### src/rtl/serial_add_sub.sv
// serial_add_sub
// Digit-serial adder/subtractor. Each clock consumes DIGIT bits of the latched
// operands through a small ripple of full adders and a registered carry. The
// result is assembled in a shift register and published with a one-cycle done
// pulse after WIDTH/DIGIT clocks.
//
//   state | meaning
//   ------+--------------------------------------------------------------
//   IDLE  | waiting for start, outputs hold the last result
//   RUN   | one digit per clock, busy=1
//   DONE  | done=1 for this cycle; start here is accepted back-to-back
module serial_add_sub #(
    parameter int WIDTH = 8,
    parameter int DIGIT = 1
) (
    input  logic             clk,
    input  logic             rst_n,
    input  logic             start,
    input  logic             sub,
    input  logic [WIDTH-1:0] a,
    input  logic [WIDTH-1:0] b,
    input  logic             c_in,
    output logic             busy,
    output logic             done,
    output logic [WIDTH-1:0] sum,
    output logic             c_out,
    output logic             ovf
);

    localparam int N  = WIDTH / DIGIT;
    localparam int CW = (N > 1) ? $clog2(N) : 1;
    localparam logic [CW-1:0] LAST = CW'(N - 1);

    localparam logic [1:0] IDLE = 2'd0;
    localparam logic [1:0] RUN  = 2'd1;
    localparam logic [1:0] DONE = 2'd2;

    generate
        if ((DIGIT < 1) || (WIDTH < 2) || ((WIDTH % DIGIT) != 0)) begin : g_bad_param
            $error("serial_add_sub: WIDTH must be >= 2 and divisible by DIGIT");
        end
    endgenerate

    logic [1:0]       state;
    logic [CW-1:0]    cnt;
    logic [WIDTH-1:0] a_sh;
    logic [WIDTH-1:0] b_sh;
    logic [WIDTH-1:0] res;
    logic             carry;

    logic [DIGIT-1:0] dig_sum;
    logic [DIGIT:0]   c_chain;
    logic [WIDTH-1:0] res_next;

    // Ripple of DIGIT full adders over the low digit of the shifted operands.
    always_comb begin
        c_chain    = '0;
        dig_sum    = '0;
        c_chain[0] = carry;
        for (int i = 0; i < DIGIT; i++) begin
            dig_sum[i]   = a_sh[i] ^ b_sh[i] ^ c_chain[i];
            c_chain[i+1] = (a_sh[i] & b_sh[i]) | (c_chain[i] & (a_sh[i] ^ b_sh[i]));
        end
    end

    // New digit enters at the MSB end; after N steps the register holds the
    // result with digit 0 at the bottom.
    generate
        if (DIGIT < WIDTH) begin : g_shift
            assign res_next = {dig_sum, res[WIDTH-1:DIGIT]};
        end else begin : g_full
            assign res_next = dig_sum;
        end
    endgenerate

    // Control FSM, operand shifters, carry and output registers.
    always_ff @(posedge clk or negedge rst_n) begin
        if (!rst_n) begin
            state <= IDLE;
            cnt   <= '0;
            a_sh  <= '0;
            b_sh  <= '0;
            res   <= '0;
            carry <= 1'b0;
            busy  <= 1'b0;
            done  <= 1'b0;
            sum   <= '0;
            c_out <= 1'b0;
            ovf   <= 1'b0;
        end else begin
            case (state)
                IDLE, DONE: begin
                    done <= 1'b0;
                    if (start) begin
                        // Subtraction as a + ~b + 1; borrow-in removes the +1.
                        a_sh  <= a;
                        b_sh  <= sub ? ~b : b;
                        carry <= c_in ^ sub;
                        cnt   <= '0;
                        busy  <= 1'b1;
                        state <= RUN;
                    end else begin
                        state <= IDLE;
                    end
                end
                RUN: begin
                    a_sh  <= a_sh >> DIGIT;
                    b_sh  <= b_sh >> DIGIT;
                    res   <= res_next;
                    carry <= c_chain[DIGIT];
                    if (cnt == LAST) begin
                        sum   <= res_next;
                        c_out <= c_chain[DIGIT];
                        // The top bit of the last digit is bit WIDTH-1.
                        ovf   <= c_chain[DIGIT-1] ^ c_chain[DIGIT];
                        busy  <= 1'b0;
                        done  <= 1'b1;
                        state <= DONE;
                    end else begin
                        cnt <= cnt + CW'(1);
                    end
                end
                default: begin
                    state <= IDLE;
                    busy  <= 1'b0;
                    done  <= 1'b0;
                end
            endcase
        end
    end

endmodule

### config.mk
export PLATFORM = sky130hd
export DESIGN_NAME = serial_add_sub
export DESIGN_NICKNAME = d
export VERILOG_FILES = /design/src/rtl/serial_add_sub.sv
export SDC_FILE = /design/constraint.sdc
export NUM_CORES = 1
export LEC_CHECK = 0
export CORE_ASPECT_RATIO = 0.5
export CORE_UTILIZATION = 45
export DETAILED_ROUTE_END_ITERATION = 8
export MAX_ROUTING_LAYER = met4
export PLACE_DENSITY = 0.7
export SETUP_SLACK_MARGIN = 0.5
export SLEW_MARGIN = 40
export SYNTH_ARGS = -nofsm -noshare
export SYNTH_HDL_FRONTEND = slang
export SYNTH_SLANG_ARGS = --single-unit
### constraint.sdc
create_clock -name clk -period 2.4 [get_ports clk]
set_input_delay 0.24 -clock clk [delete_from_list [all_inputs] [get_ports clk]]
set_output_delay 0.24 -clock clk [all_outputs]
set_load 0.05 [all_outputs]
==> reports/summary.txt <==
Pre-CTS setup slack: 0.611 ns
Final worst slack: 0.624 ns
Initial Utilization: 49.3%
Grt total ovfl: 0
Largest net degree at the start of global routing: 42
RSZ-0062 raised after global routing: no
Critical path arrival: 1.95 ns
Syn avg cell area: 13.2 um^2
DRC violations left: 0
DR pass1 iterations: 4
Pwr Density: 1480 nW/um^2
Ant diodes: 0
Nets: 192
Mapped Cells: 134
Synthesized area: 1770 um^2
IO buf count: 32
Max rail drop VDD: 0.000606 V
Post-CTS Setup Bufs: 0
Synth cell types: 24
Status: completed
Die Width: 90.6 um
Drt initial violations: 45
Global Route Usage Sum: 18.0%
Fin. Hold Viols: 0
Top cells by area, synth: dfrtp_1, mux2_2, a221o_1
Syn nets: 158
Vias per cell: 5.20
Share of cells above drive strength 1: 17.8%
Clock tree sinks: 41
Clk_lat worst skew: 0.29 ns
First-pass GRT wire length: 5.52 mm
Core footprint: 3580 um^2
Clock transition at the registers of the reported paths: 0.08 ns
Max-slew violations: 0
Drt wl/cell: 14.1 um
Layout fillers: 285
CTS tree: done
Final Skew: 0.00733 ns
Layout overhead on the synthesized area: 27.5%
Yosys top cell area share: 58.0%
Routed WL: 3.09 mm
GPL Wtd Cong: 0.740
I/O pins: 33
Vias: 1144
Vias in the first global route: 1153
DRT antenna net count: 0
Row Count: 15
Crit-path max FO: 12
P_leak: 1.03 nW
Maximum Capacitance Violations: 0
Initial antenna violation count: 0
Area leader, netlist: dfrtp_1
Commonest non-fill, non-tap cell in the layout: dfrtp_1
Slew margin rel.: 63.9%
# setup viols final: 0
Worst Path Required: 2.58 ns
Synth Warn #: 0
Crit path launch type: flip-flop
DP HPWL: 2.13 mm
CTS max path bufs: 2
Number of synthesized register bits: 41
Period utilisation layout: 74.0%
# H-tree levels: 2
Hold crit path type: in -> async
Root Driver: clkbuf_8
Crit. End Element: flip-flop
Max Fclk: 0.563 GHz
Worst slew pin tran: 0.540 ns
Seq/Total Area, Yosys: 58.0%
CTS buffer count: 5
Final setup TNS: 0 ns
Die area: 4200 um^2
Min Clock Period, post-route: 1.78 ns
Setup CP Type: reg -> reg
Most frequent cells in the layout: dfrtp_1, clkdlybuf4s50_1, mux2_2, nor2_1
Die H: 46.3 um
cell families after synthesis:
logic type                 after synthesis  synth area share, %
DFF                                     41                 58.0
adders and majority gates                3                 2.55
xor gates and xnor gates                10                 4.95
buffers and inverters                   12                 4.25
AOI/OAI and AO/OA                       30                 13.8
muxes                                   16                 10.2
and+or+nand+nor                         22                 6.23
synthesized netlist by cell type:
master    instances
dfrtp_1          41
mux2_2           16
nor2_1           10
a22o_1            9
xnor2_1           9
a221o_1           8
a21o_1            7
o21ai_0           5
buf_2             3
buf_4             3
inv_1             3
nand2_1           3
nand3_1           3
buf_6             2
ha_1              2
nor2b_1           2
clkbuf_1          1
fa_1              1
nand2b_1          1
nand3b_1          1
nor2_4            1
o21a_1            1
or3b_1            1
xor2_1            1
routing by layer:
layer | GRT usage (%) | share of wire, % | up-vias
li1 | - | - | 541
met1 | 23.0 | 50 | 578
met2 | 27.7 | 45 | 22
met3 | 5.28 | 3.4 | 3
met4 | 6.77 | 0.81 | 0
met5 | - | 0 | -
where the power goes:
group	switching [mW]	total, mW	internal [mW]
registers	0.205	1.23	1.02
logic	0.786	1.45	0.667
clock network	0.239	0.652	0.413
total	1.23	3.33	2.10
final cells by class:
cell class | count | area (um^2) | area share (%)
Clock inverter | 3 | 65.1 | 2.89
Multi-Input combinational cell | 81 | 669 | 29.7
Timing Repair Buffer | 36 | 350 | 15.5
Sequential cell | 41 | 1030 | 45.5
Clock buffer | 5 | 68.8 | 3.05
Inverter | 3 | 11.3 | 0.499
Tap cell | 51 | 63.8 | 2.83
what timing repair did:
item	in CTS	in global routing
hold buffers	1	0
resized for setup	0	0
endpoints found under the hold margin	41	0
state kept, by name, indices dropped and copies added (netlist names):
name / cells
a_sh: 8
b_sh: 8
sum: 8
res: 7
cnt: 3
state: 2
busy: 1
c_out: 1
carry: 1
done: 1
ovf: 1
per-stage QoR:
step                      utilization (%)  total power [mW]  hold slack (ns)  area [um^2]  instances
after CTS                            62.9              3.36            0.473         2250        220
after floorplan                         -              2.30          -0.0556         1770        134
after detailed placement             58.9              2.69            0.246         2110        211
after global routing                 62.9              3.55            0.519         2250        220
final                                62.9              3.33            0.466         2250        220
after global placement               58.8              2.65            0.413         2110        211
worst max-delay path: stages, from the launching register on:
cell	delay (ns)
dfrtp_1	0.40
ha_1	0.21
ha_1	0.22
nand3b_1	0.43
mux2_2	0.40
path summary, 6_finish.rpt:
path / start / depth (start not counted) / slack [ns] / endpoint
max in group asynchronous: rst_n / 2 / 1.58 / res[2]
hold / removal: rst_n / 2 / 0.47 / state[0]
setup reg to reg: cnt[0] / 4 / 0.62 / sum[3]
hold reg to reg: a_sh[5] / 1 / 0.49 / a_sh[5]
setup / recovery: cnt[0] / 4 / 0.62 / sum[3]
min in group clk: a_sh[5] / 1 / 0.49 / a_sh[5]
(Power assumes the default switching activity.)
